**src/rtl/buf_write_arbiter_if.sv**
```systemverilog
// Write-arbiter bus: producer requests/data and buffer fill level in,
// grants, acks and the buffer write port out.
// master: producer/buffer side. slave: the arbiter.
interface buf_write_arbiter_if #(
  parameter int NUM_REQ     = 4,
  parameter int DATA_WIDTH  = 8,
  parameter int BUFFER_SIZE = 256
);
  localparam int SIZE_WIDTH = $clog2(BUFFER_SIZE) + 1;

  logic [NUM_REQ-1:0]            i_req;
  logic [NUM_REQ-1:0]            i_valid;
  logic [NUM_REQ*DATA_WIDTH-1:0] i_data;
  logic [SIZE_WIDTH-1:0]         i_buf_size;
  logic [NUM_REQ-1:0]            o_grant;
  logic [NUM_REQ-1:0]            o_ack;
  logic                          o_buf_write_en;
  logic [DATA_WIDTH-1:0]         o_buf_data;
  logic                          o_busy;

  modport master (
    output i_req, i_valid, i_data, i_buf_size,
    input  o_grant, o_ack, o_buf_write_en, o_buf_data, o_busy
  );

  modport slave (
    input  i_req, i_valid, i_data, i_buf_size,
    output o_grant, o_ack, o_buf_write_en, o_buf_data, o_busy
  );
endinterface

```
**src/rtl/buf_write_arbiter.sv**
```systemverilog
// Round-robin write arbiter sharing one circular-buffer write port among
// NUM_REQ producers, with bursts of up to MAX_BURST words and free-space
// gating against the buffer fill level.
// Optional macro BUF_ARB_PRIO_EN: requester 0 wins every IDLE arbitration
// it takes part in, without disturbing the round-robin pointer.
//
// state    | meaning
// ---------+-----------------------------------------------------------
// ST_IDLE  | no grant; arbitrate among pending requests
// ST_BURST | one requester granted; ack words while space is available
module buf_write_arbiter #(
  parameter int NUM_REQ     = 4,
  parameter int DATA_WIDTH  = 8,
  parameter int BUFFER_SIZE = 256,
  parameter int MAX_BURST   = 16
) (
  input logic i_clk,
  input logic i_rst_n,
  buf_write_arbiter_if.slave bus
);
  localparam int SIZE_WIDTH = $clog2(BUFFER_SIZE) + 1;
  localparam int CNT_WIDTH  = $clog2(MAX_BURST) + 1;
  localparam int IDX_WIDTH  = $clog2(NUM_REQ);

  typedef enum logic {ST_IDLE, ST_BURST} state_e;

  state_e                state_q, state_d;
  logic [NUM_REQ-1:0]    grant_q, grant_d;
  logic [IDX_WIDTH-1:0]  gidx_q, gidx_d;
  logic [IDX_WIDTH-1:0]  last_q, last_d;
  logic [CNT_WIDTH-1:0]  cnt_q, cnt_d;
  logic                  wen_q, wen_d;
  logic [DATA_WIDTH-1:0] wdata_q, wdata_d;

  logic [SIZE_WIDTH:0]   level;
  logic                  space_ok;
  logic [IDX_WIDTH-1:0]  pick;
  logic                  pick_vld;
  logic                  upd_last;
  logic [DATA_WIDTH-1:0] word_g;
  logic                  ack_g;
  logic [NUM_REQ-1:0]    ack_vec;

  // In-flight write counts as occupied: the buffer sees it one cycle late.
  assign level    = {1'b0, bus.i_buf_size} + {{SIZE_WIDTH{1'b0}}, wen_q};
  assign space_ok = level < (SIZE_WIDTH+1)'(BUFFER_SIZE);

  // Round-robin pick: first request after last_q, wrapping.
  always_comb begin
    int idx;
    idx      = 0;
    pick     = last_q;
    pick_vld = 1'b0;
    upd_last = 1'b1;
    for (int i = NUM_REQ; i >= 1; i--) begin
      idx = (int'(last_q) + i) % NUM_REQ;
      if (bus.i_req[IDX_WIDTH'(idx)]) begin
        pick     = IDX_WIDTH'(idx);
        pick_vld = 1'b1;
      end
    end
`ifdef BUF_ARB_PRIO_EN
    if (bus.i_req[0]) begin
      pick     = '0;
      pick_vld = 1'b1;
      upd_last = 1'b0;
    end
`else
`endif
  end

  // Select the granted requester's data word.
  always_comb begin
    word_g = '0;
    for (int k = 0; k < NUM_REQ; k++) begin
      if (gidx_q == IDX_WIDTH'(k)) word_g = bus.i_data[k*DATA_WIDTH +: DATA_WIDTH];
    end
  end

  // Next-state, grant, ack and write-port logic.
  always_comb begin
    state_d = state_q;
    grant_d = grant_q;
    gidx_d  = gidx_q;
    last_d  = last_q;
    cnt_d   = cnt_q;
    wen_d   = 1'b0;
    wdata_d = wdata_q;
    ack_g   = 1'b0;
    case (state_q)
      ST_IDLE: begin
        if (pick_vld) begin
          state_d = ST_BURST;
          grant_d = NUM_REQ'(1) << pick;
          gidx_d  = pick;
          cnt_d   = '0;
          if (upd_last) last_d = pick;
        end
      end
      ST_BURST: begin
        ack_g = bus.i_valid[gidx_q] & bus.i_req[gidx_q] & space_ok;
        if (ack_g) begin
          wen_d   = 1'b1;
          wdata_d = word_g;
          cnt_d   = cnt_q + 1'b1;
        end
        if (!bus.i_req[gidx_q] || (ack_g && cnt_q == CNT_WIDTH'(MAX_BURST-1))) begin
          state_d = ST_IDLE;
          grant_d = '0;
        end
      end
      default: state_d = ST_IDLE;
    endcase
    ack_vec = NUM_REQ'(ack_g) << gidx_q;
  end

  // State and output registers; reset aborts any burst at once.
  always_ff @(posedge i_clk or negedge i_rst_n) begin
    if (!i_rst_n) begin
      state_q <= ST_IDLE;
      grant_q <= '0;
      gidx_q  <= '0;
      last_q  <= IDX_WIDTH'(NUM_REQ-1);
      cnt_q   <= '0;
      wen_q   <= 1'b0;
      wdata_q <= '0;
    end else begin
      state_q <= state_d;
      grant_q <= grant_d;
      gidx_q  <= gidx_d;
      last_q  <= last_d;
      cnt_q   <= cnt_d;
      wen_q   <= wen_d;
      wdata_q <= wdata_d;
    end
  end

  assign bus.o_grant        = grant_q;
  assign bus.o_ack          = ack_vec;
  assign bus.o_buf_write_en = wen_q;
  assign bus.o_buf_data     = wdata_q;
  assign bus.o_busy         = (state_q == ST_BURST);
endmodule
```
**src/flat_wrapper.sv**
```systemverilog
// flat-port wrapper written by rule: the top's interface ports become plain ports
module buf_write_arbiter_flat 
#(
  parameter int NUM_REQ     = 4,
  parameter int DATA_WIDTH  = 8,
  parameter int BUFFER_SIZE = 256,
  parameter int MAX_BURST   = 16
)
  (i_clk, i_rst_n, bus_i_req, bus_i_valid, bus_i_data, bus_i_buf_size, bus_o_grant, bus_o_ack, bus_o_buf_write_en, bus_o_buf_data, bus_o_busy);
  buf_write_arbiter_if #(.NUM_REQ(NUM_REQ), .DATA_WIDTH(DATA_WIDTH), .BUFFER_SIZE(BUFFER_SIZE)) bus_i ();
  input logic i_clk;
  input logic i_rst_n;
  input wire logic [$bits(bus_i.i_req)-1:0] bus_i_req;
  input wire logic [$bits(bus_i.i_valid)-1:0] bus_i_valid;
  input wire logic [$bits(bus_i.i_data)-1:0] bus_i_data;
  input wire logic [$bits(bus_i.i_buf_size)-1:0] bus_i_buf_size;
  output wire logic [$bits(bus_i.o_grant)-1:0] bus_o_grant;
  output wire logic [$bits(bus_i.o_ack)-1:0] bus_o_ack;
  output wire logic [$bits(bus_i.o_buf_write_en)-1:0] bus_o_buf_write_en;
  output wire logic [$bits(bus_i.o_buf_data)-1:0] bus_o_buf_data;
  output wire logic [$bits(bus_i.o_busy)-1:0] bus_o_busy;
  assign bus_i.i_req = bus_i_req;
  assign bus_i.i_valid = bus_i_valid;
  assign bus_i.i_data = bus_i_data;
  assign bus_i.i_buf_size = bus_i_buf_size;
  assign bus_o_grant = bus_i.o_grant;
  assign bus_o_ack = bus_i.o_ack;
  assign bus_o_buf_write_en = bus_i.o_buf_write_en;
  assign bus_o_buf_data = bus_i.o_buf_data;
  assign bus_o_busy = bus_i.o_busy;
  buf_write_arbiter #(.NUM_REQ(NUM_REQ), .DATA_WIDTH(DATA_WIDTH), .BUFFER_SIZE(BUFFER_SIZE), .MAX_BURST(MAX_BURST)) u_core (.i_clk(i_clk), .i_rst_n(i_rst_n), .bus(bus_i));
endmodule
```
**config.mk**
```make
export PLATFORM = sky130hd
export DESIGN_NAME = buf_write_arbiter_flat
export DESIGN_NICKNAME = d
export VERILOG_FILES = /design/src/rtl/buf_write_arbiter_if.sv /design/src/rtl/buf_write_arbiter.sv /design/src/flat_wrapper.sv
export SDC_FILE = /design/constraint.sdc
export NUM_CORES = 1
export LEC_CHECK = 0
export CAP_MARGIN = 20
export CORE_MARGIN = 2
export CORE_UTILIZATION = 40
export DETAILED_ROUTE_END_ITERATION = 10
export PLACE_DENSITY = 0.77
export SLEW_MARGIN = 10
export SYNTH_ARGS = -nofsm -noshare
export SYNTH_HDL_FRONTEND = slang
export SYNTH_SLANG_ARGS = --single-unit
```
**constraint.sdc**
```tcl
create_clock -name i_clk -period 2.35 [get_ports i_clk]
set_clock_uncertainty 0.2 [all_clocks]
set_input_delay 0.235 -clock i_clk [delete_from_list [all_inputs] [get_ports i_clk]]
set_output_delay 0.235 -clock i_clk [all_outputs]
set_load 0.005 [all_outputs]
```
==> results.tsv, run 1 <==
stage	metric	value	unit
placed_design	gp_congestion	0.808	
yosys	yosys-top-cells-area	dfrtp_1 (37%), mux4_2 (11%), mux2_1 (6.3%)	
timing	fin_tns_setup	0	ps
yosys	yosysSeqAreaShare	0.406	
timing	fin_crit_sh	0.973	
timing	setup_viol	0	
routing	dr.pass1.iters	4	
timing	slew_headroom	0.577	
yosys	yosys_warnings	0	
power	p_leak	1.02	nW
clocking	cts_tree	yes	
critical_path	critPathKind	register to primary output	
die	initial_core_util	0.420	
placed_design	dp.cells	247	
clocking	clkTransAtPathRegs	130	ps
clocking	cts-root-buf	clkbuf_4	
critical_path	endpoint_kind	primary output	
run_status	outcome	finished clean	
routing	drc	0	
final_layout	syn_to_final_growth	66.6	%
final_layout	stdcell_count	258	
timing	hold_viol	0	
critical_path	cp_data_required_time	1910	ps
critical_path	worstPathMaxFanout	5	
clocking	htreeDepth	1	
yosys	synth_ff_type	dfrtp_1	
final_layout	drive_gt1_frac	0.255	
clocking	hold_buffers	0	
yosys	synth_top_cell_area_share	0.369	
global_routing	grt_pass1_wl	6790	um
final_layout	antenna_cells	0	
clocking	clock_latency	310	ps
final_layout	nets	266	
global_routing	grt_pass1_vias	1453	
die	die_w	63.7	um
yosys	ys_async_sr_fraction	1.00	
yosys	synth_top_area_cell	dfrtp_1	
die	die-area	4060	um2
clocking	cts_buffers	3	
die	row_count	21	
clocking	cts_buffer_depth	2	
yosys	synthCells	123	
yosys	ys_seq_elements	23	
timing	fmax	437	MHz
critical_path	start_kind	register	
timing	worst_slack	62.5	ps
final_layout	multi_input_area	851	um2
yosys	syn_avg_cell_area	11.6	um2
routing	dr_total_vias	1408	
job	drv_cap	0	
routing	vias_per_cell	5.46	
final_layout	register_area	579	um2
yosys	synth_edf_count	0	
placed_design	numPortBuffers	68	
timing	timing.final.crit_period	2290	ps
power	ir_drop	0.455	mV
worst_hold_path	hold_class	input port to async pin	
timing	finalMaxSlewViolations	0	
placed_design	place_hpwl	3120	um
global_routing	grt_usage	0.215	
yosys	synthTopCellsByCount	dfrtp_1 (21), nand2_1 (12), mux2_1 (8), mux4_2 (7), mux2i_1 (6)	
timing	tightest_slew	629	ps
yosys	synth_cell_types	41	
power	power.density	909	nW/um2
final_layout	nFillCells	249	
die	die_h	63.7	um
die	num_io_pins	69	
routing	ant_nets	0	
timing	rsz0062_at_grt	true	
yosys	syn_area	1430	um2
routing	drt-initial-drc-count	13	
die	core_area	3390	um2
yosys	synth_most_common_cell	dfrtp_1	
routing	wl_per_cell	15.9	um
global_routing	grt_overflow	0	
yosys	synth.net_count	176	
critical_path	crit_arrival	1850	ps
clocking	clkSinkCount	23	
global_routing	antenna_found_initial	0	
final_layout	final_util	0.701	
global_routing	grt_max_degree	24	
routing	wirelength	4090	um
placed_design	pre_cts_ws	-255	ps
[power breakdown]
part / total, W / leakage, nW / switching [W] / internal (W)
registers: 0.000674 / 0.288 / 0.000108 / 0.000566
logic: 0.00130 / 0.717 / 0.000550 / 0.000747
clock network: 0.000187 / 0.0177 / 0.000123 / 0.0000637
total: 0.00216 / 1.02 / 0.000781 / 0.00138
[cell type report]
class	instances	area share
clock buffer	3	0.00948
clock inverter	1	0.00211
inverter	4	0.00632
multi-input combinational	89	0.358
sequential	23	0.244
tap	46	0.0242
timing repair buffer	92	0.356
[cells in the final DEF (no fill, tap or decap), types with 3 or more instances in the layout]
cell type	n
dfrtp_1	20
clkbuf_2	3
and3_1	3
clkdlybuf4s50_1	64
clkbuf_4	3
nand2_1	12
nand4_1	3
a21oi_1	4
o41ai_2	4
mux4_2	7
inv_1	3
buf_4	23
o21ai_1	4
mux2_1	8
o311ai_0	4
nand2b_1	3
mux2i_1	6
nor2_1	4
[sequential cells by signal, indices dropped and copies added (netlist names)]
| signal | count |
|---|---|
| u_core.last_q | 2 |
| u_core.bus.o_buf_data | 8 |
| u_core.cnt_q | 5 |
| u_core.bus.o_buf_write_en | 1 |
| u_core.bus.o_busy | 1 |
| u_core.gidx_q | 2 |
| u_core.bus.o_grant | 4 |
[layer usage]
metal	part of all wire	vias to the layer above	track usage
li1	-	659	-
met1	0.42	685	0.263
met2	0.50	60	0.386
met3	0.069	4	0.0304
met4	0.013	0	0.0734
met5	0	-	0
[kinds of logic after synthesis]
kind of cell    Yosys count  share of synthesized area
simple gates             39                      0.148
flops                    23                      0.406
compound gates           24                      0.125
buf+inv                  11                     0.0404
fa+ha+maj                 2                     0.0176
mux                      24                      0.263
[metrics by stage]
| stage | total power [W] | area (um2) | hold slack [ps] |
|---|---|---|---|
| floorplan | 0.00134 | 1430 | -261 |
| global placement | 0.00182 | 2250 | 260 |
| detailed placement | 0.00187 | 2250 | 274 |
| CTS | 0.00211 | 2340 | 67.6 |
| global route | 0.00232 | 2370 | 65.6 |
| finish | 0.00216 | 2370 | 63.4 |
[what timing repair did]
action / CTS / global route
pin swaps: 5 / 2
endpoints found under the setup margin: 5 / 7
buffers inserted: 4 / 3
resized for setup: 16 / 8
[path summary, 6_finish.rpt]
| check | endpoint | slack (ps) | cells after the start | start |
|---|---|---|---|---|
| setup / recovery | bus_o_ack[3] | 60 | 6 | u_core.gidx_q[0]$_DFFE_PN0P_ |
| min in group i_clk | u_core.cnt_q[3]$_DFFE_PN0P_ | 290 | 1 | u_core.cnt_q[3]$_DFFE_PN0P_ |
| hold reg to reg | u_core.cnt_q[3]$_DFFE_PN0P_ | 290 | 1 | u_core.cnt_q[3]$_DFFE_PN0P_ |
| setup reg to reg | u_core.bus.o_grant[1]$_DFFE_PN0P_ | 80 | 5 | u_core.gidx_q[0]$_DFFE_PN0P_ |
| max in group asynchronous | u_core.last_q[1]$_DFFE_PN1P_ | 1610 | 2 | i_rst_n |
| hold / removal | u_core.bus.o_buf_data[3]$_DFFE_PN0P_ | 60 | 2 | i_rst_n |
[critical path, stage by stage (launching register included)]
cell      delay [ps]
dfrtp_2          450
mux4_2           570
nand3_4          130
buf_6            110
inv_2             30
and3_1           160
clkbuf_2         100
No activity file was read; power rests on OpenSTA's default activity.
==> run 2, diff against run 1 <==
--- a/config.mk
+++ b/config.mk
@@ -8,7 +8,9 @@
 export CAP_MARGIN = 20
 export CORE_MARGIN = 2
-export CORE_UTILIZATION = 40
+export CORE_UTILIZATION = 50
 export DETAILED_ROUTE_END_ITERATION = 10
-export PLACE_DENSITY = 0.77
+export DONT_BUFFER_PORTS = 1
+export GPL_TIMING_DRIVEN = 0
+export PLACE_DENSITY = 0.63
 export SLEW_MARGIN = 10
 export SYNTH_ARGS = -nofsm -noshare
--- a/constraint.sdc
+++ b/constraint.sdc
@@ -3,3 +3,3 @@
 set_input_delay 0.235 -clock i_clk [delete_from_list [all_inputs] [get_ports i_clk]]
 set_output_delay 0.235 -clock i_clk [all_outputs]
-set_load 0.005 [all_outputs]
+set_load 0.05 [all_outputs]
==> run 2 against run 1 <==
  * Highest routed layer unchanged
  * Critical path depth down 1
  * Critical path type unchanged
  * Critical endpoint is now bus_o_ack[2]
  * Largest cell class unchanged
  * Global-route usage up 0.36 points
  * The run now ends with negative setup slack left
  * Combinational power down 12%
==> results.tsv, run 2 (same netlist as run 1, synthesis figures left out) <==
stage	metric	value	unit
run_status	outcome	complete, but fails checks	
run_status	violations	negative setup slack	
timing	slew_headroom	0.488	
timing	worst_slack	-455	ps
timing	fin_hold_ws	69.2	ps
timing	tightest_slew	768	ps
routing	ant_nets	0	
critical_path	endpoint_kind	primary output	
clocking	cts_buffers	3	
timing	hold_viol	0	
critical_path	critPathKind	register to primary output	
final_layout	drive_gt1_frac	0.379	
timing	finalMaxSlewViolations	0	
power	total_power	0.00241	W
final_layout	syn_to_final_growth	22.4	%
routing	wl_per_cell	20.2	um
timing	fin_crit_sh	1.19	
timing	timing.final.crit_period	2800	ps
routing	drt-initial-drc-count	63	
clocking	clock_latency	310	ps
routing	wirelength	3450	um
critical_path	path_delay_family	simple AND/OR/NAND/NOR gates	
placed_design	numPortBuffers	0	
global_routing	grt_max_degree	24	
final_layout	antenna_cells	0	
clocking	clkTransAtPathRegs	120	ps
critical_path	critical-path-max-stage-delay	560	ps
die	row_count	19	
global_routing	grt_usage	0.219	
die	core_area	2730	um2
critical_path	cp_cell_sequence	buf_6 -> or3b_4 -> o22ai_4 -> nand3_4 -> nor3b_4	
global_routing	use_met3	0.0680	
global_routing	globalRouteMet1Util	0.286	
critical_path	crit_arrival	2370	ps
clocking	htreeDepth	1	
global_routing	grt_busiest_layer	met2	
routing	drc	0	
die	initial_core_util	0.521	
clocking	clkSinkCount	23	
worst_hold_path	hold_class	input port to register	
die	num_io_pins	69	
final_layout	final_util	0.638	
critical_path	cp_slowest_cell	dfrtp_2	
final_layout	nets	194	
timing	setup_viol	17	
critical_path	cp_data_required_time	1910	ps
power	power.density	1380	nW/um2
clocking	cts_tree	yes	
global_routing	grt_pass1_vias	1134	
routing	vias_per_cell	6.45	
routing	dr.pass1.iters	4	
placed_design	gp_congestion	0.895	
global_routing	grt_overflow	0	
timing	fmax	357	MHz
die	die_h	57.4	um
job	drv_cap	0	
routing	dr_total_vias	1103	
placed_design	place_hpwl	2430	um
die	die_w	57.4	um
critical_path	start_kind	register	
final_layout	final_cell_mix	dfrtp_1 (19), nand2_1 (12), mux2_4 (9), buf_4 (9), mux4_2 (7)	
critical_path	path_buf_inv	1	
global_routing	grt_pass1_wl	5520	um
clocking	cts_buffer_depth	2	
critical_path	worstPathMaxFanout	5	
timing	rsz0062_at_grt	true	
die	die-area	3290	um2
power	p_leak	0.764	nW
global_routing	antenna_found_initial	0	
power	ir_drop	0.992	mV
global_routing	gr-usage-met2	0.360	
final_layout	largest_reg_flops	8	
final_layout	mostFrequentLayoutCell	dfrtp_1	
clocking	cts-root-buf	clkbuf_4	
==> run 2: cell count changes in the layout (fill, tap and decap cells not counted), moves of 3 or more <==
cell | before | now
buf_8 | 0 | 3
mux2_4 | 1 | 9
buf_4 | 23 | 9
clkbuf_2 | 3 | 0
clkbuf_1 | 0 | 4
clkdlybuf4s50_1 | 64 | 0
mux2_1 | 8 | 0
==> run 2: timing repair <==
| action | 4_1_cts | 5_1_grt |
|---|---|---|
| hold buffers | 1 | 0 |
| buffers inserted | 8 | 3 |
| endpoints found under the hold margin | 23 | 0 |
| setup endpoints to repair | 16 | 18 |
| gates resized for setup | 15 | 4 |
| pin swaps | 2 | 6 |
==> run 2: worst min-delay path, stage by stage <==
cell and delay, ps:
nand2_1 60, or4_4 160, a32oi_1 100
==> run 2: final timing paths <==
kind	slack, ps	start	to	depth (start not counted)
setup / recovery	-450	u_core.bus.o_busy$_DFF_PN0_	bus_o_ack[2]	5
hold / removal	70	bus_i_buf_size[4]	u_core.bus.o_busy$_DFF_PN0_	3
setup reg to reg	-230	u_core.bus.o_busy$_DFF_PN0_	u_core.bus.o_buf_data[7]$_DFFE_PN0P_	10
hold reg to reg	280	u_core.cnt_q[3]$_DFFE_PN0P_	u_core.cnt_q[3]$_DFFE_PN0P_	1
max in group asynchronous	1220	i_rst_n	u_core.last_q[1]$_DFFE_PN1P_	2
min in group asynchronous	150	i_rst_n	u_core.bus.o_buf_data[4]$_DFFE_PN0P_	1
==> run 2: final cells by class <==
cell class	count	area, um2
well taps	31	38.8
clock buffers	4	26.3
flip-flops and latches	23	581
repair buffers	13	119
plain buffers	7	53.8
fillers	213	990
multi-input cells	89	911
inverters	4	15.0
==> run 2: per-layer routing <==
metal  wire, um  share of wire
met1       1430           0.41
met2       1700           0.49
met5          0              0
met4         14         0.0041
met3        305          0.088
==> run 2: report_power, final <==
| group | internal, W | switching (W) |
|---|---|---|
| sequential | 0.000561 | 0.000517 |
| combinational | 0.000595 | 0.000556 |
| clock | 0.0000663 | 0.000119 |
| total | 0.00122 | 0.00119 |
==> run 2: stage by stage <==
stage	setup slack, ps	area, um2	cells	setup TNS (ps)
after floorplan	-84.3	1490	123	-256
after global routing	-559	1740	171	-4450
final	-455	1740	171	-3060
after detailed placement	-271	1530	154	-2440
after CTS	-500	1690	167	-3190
after global placement	-246	1530	154	-2060
==> run 3, diff against run 2 <==
Settings changed: ABC_CLOCK_PERIOD_IN_PS set to 2350, CAP_MARGIN 20 to unset.
==> run 3 against run 2 <==
  * The flow still finishes with violations (negative setup slack)
  * Maximum frequency about the same
  * First-iteration DRC count up 1.6%
  * Clock power about the same
  * Worst hold slack worse by 0.52 ps
  * Routed wire length down 0.61%
  * Clock-buffer cell count unchanged
  * Critical endpoint unchanged
  * Utilization down 0.55 points
==> results.tsv, run 3 (same netlist as run 1, synthesis figures left out) <==
stage	metric	value	unit
run_status	outcome	complete, but fails checks	
run_status	violations	negative setup slack	
clocking	clkSinkCount	23	
power	ir_drop	0.991	mV
worst_hold_path	whs_path_depth	3	
critical_path	path_delay_family	simple AND/OR/NAND/NOR gates	
worst_hold_path	hold_start	bus_i_buf_size[4]	
critical_path	r2r_slack	-230	ps
die	initial_core_util	0.521	
routing	drt-initial-drc-count	64	
final_layout	antenna_cells	0	
final_layout	mostFrequentLayoutCell	dfrtp_1	
placed_design	gp_congestion	0.895	
final_layout	register_area	581	um2
critical_path	worstPathMaxFanout	5	
die	die_w	57.4	um
die	core_area	2730	um2
timing	fin_crit_sh	1.19	
power	power.density	1390	nW/um2
routing	dr_total_vias	1094	
die	die-area	3290	um2
global_routing	grt_pass1_vias	1134	
final_layout	drive_gt1_frac	0.374	
global_routing	grt_overflow	0	
routing	ant_nets	0	
critical_path	endpoint_kind	primary output	
timing	hold_viol	0	
critical_path	start_kind	register	
critical_path	critical-path-max-stage-delay	560	ps
worst_hold_path	hold_end	u_core.bus.o_busy$_DFF_PN0_	
timing	tightest_slew	1030	ps
clocking	cts-root-buf	clkbuf_4	
clocking	clock_latency	310	ps
critical_path	cp_data_required_time	1910	ps
critical_path	rr_worst_depth	10	
final_layout	syn_to_final_growth	21.3	%
timing	timing.final.crit_period	2810	ps
placed_design	place_hpwl	2430	um
clocking	cts_buffers	3	
critical_path	path_buf_inv	1	
power	p_leak	0.757	nW
clocking	htreeDepth	1	
critical_path	cp_slowest_cell	dfrtp_2	
die	die_h	57.4	um
timing	fin_hold_ws	68.7	ps
critical_path	r2r-start	u_core.bus.o_busy$_DFF_PN0_	
final_layout	nFillCells	214	
die	row_count	19	
critical_path	r2r_end	u_core.bus.o_buf_data[7]$_DFFE_PN0P_	
worst_hold_path	hold_class	input port to register	
routing	wl_per_cell	20.2	um
final_layout	stdcell_count	170	
placed_design	numPortBuffers	0	
global_routing	grt_max_degree	24	
routing	dr.pass1.iters	4	
routing	wirelength	3430	um
timing	rsz0062_at_grt	true	
global_routing	antenna_found_initial	0	
clocking	cts_tree	yes	
timing	fmax	356	MHz
critical_path	critPathKind	register to primary output	
clocking	clkTransAtPathRegs	120	ps
critical_path	worst-path-stages	5	
routing	drc	0	
final_layout	multi_input_area	911	um2
placed_design	dpl_cell_area	1530	um2
clocking	cts_buffer_depth	2	
placed_design	pre_cts_ws	-271	ps
placed_design	dp.cells	154	
critical_path	crit_arrival	2370	ps
die	num_io_pins	69	
timing	setup_viol	17	
timing	finalMaxSlewViolations	0	
final_layout	largest_reg_flops	8	
power	total_power	0.00241	W
global_routing	grt_pass1_wl	5520	um
critical_path	cp_cell_sequence	buf_6 -> or3b_4 -> o22ai_4 -> nand3_4 -> nor3b_4	
final_layout	final_cell_mix	dfrtp_1 (19), nand2_1 (12), mux2_4 (9), buf_4 (9), mux4_2 (7)	
job	drv_cap	0	
timing	worst_slack	-455	ps
timing	slew_headroom	0.309	
final_layout	fin_area	1730	um2
global_routing	grt_usage	0.219	
final_layout	nets	193	
routing	vias_per_cell	6.44	
## run 3: timing repair
item / CTS / global route
resized for setup: 15 / 4
setup endpoints to repair: 16 / 18
pin swaps: 2 / 6
endpoints found under the hold margin: 23 / 0
hold buffers: 1 / 0
setup buffers: 8 / 3
## run 3: stage by stage
step                TNS, ps   util
finish                -3050  0.632
global route          -4450  0.632
CTS                   -3190  0.620
detailed placement    -2440  0.560
global placement      -2060  0.560
floorplan              -256      -
## run 3: worst max-delay path by stage
stage / startpoint / endpoint / slack, ps
after floorplan: u_core.bus.o_busy$_DFF_PN0_ / bus_o_ack[1] / -80
after global placement: u_core.bus.o_busy$_DFF_PN0_ / bus_o_ack[3] / -250
after detailed placement: u_core.bus.o_busy$_DFF_PN0_ / bus_o_ack[3] / -270
after CTS: u_core.bus.o_busy$_DFF_PN0_ / bus_o_ack[2] / -500
after global routing: u_core.bus.o_busy$_DFF_PN0_ / bus_o_ack[2] / -560
final: u_core.bus.o_busy$_DFF_PN0_ / bus_o_ack[2] / -460
## run 3: layout make-up
cell class / instances / area share
inverters: 4 / 0.00868
plain buffers: 7 / 0.0311
flip-flops and latches: 23 / 0.336
well taps: 31 / 0.0224
repair buffers: 12 / 0.0601
clock buffers: 4 / 0.0152
multi-input cells: 89 / 0.527
## run 3: tightest hold or removal path, delay by kind of cell
family / cells / cell delay, ps
simple gates: 2 / 220
compound gates: 1 / 100
## run 3: layer usage
metal	up-vias	GRT usage	wire, um
met4	0	0.0432	14
met3	2	0.0680	305
li1	512	-	-
met2	57	0.360	1680
met5	-	0	0
met1	523	0.286	1430
## run 3: power by group
group	switching [W]	total [W]	internal [W]
Clock	0.000118	0.000185	0.0000663
Combinational	0.000555	0.00115	0.000592
Sequential	0.000517	0.00108	0.000561
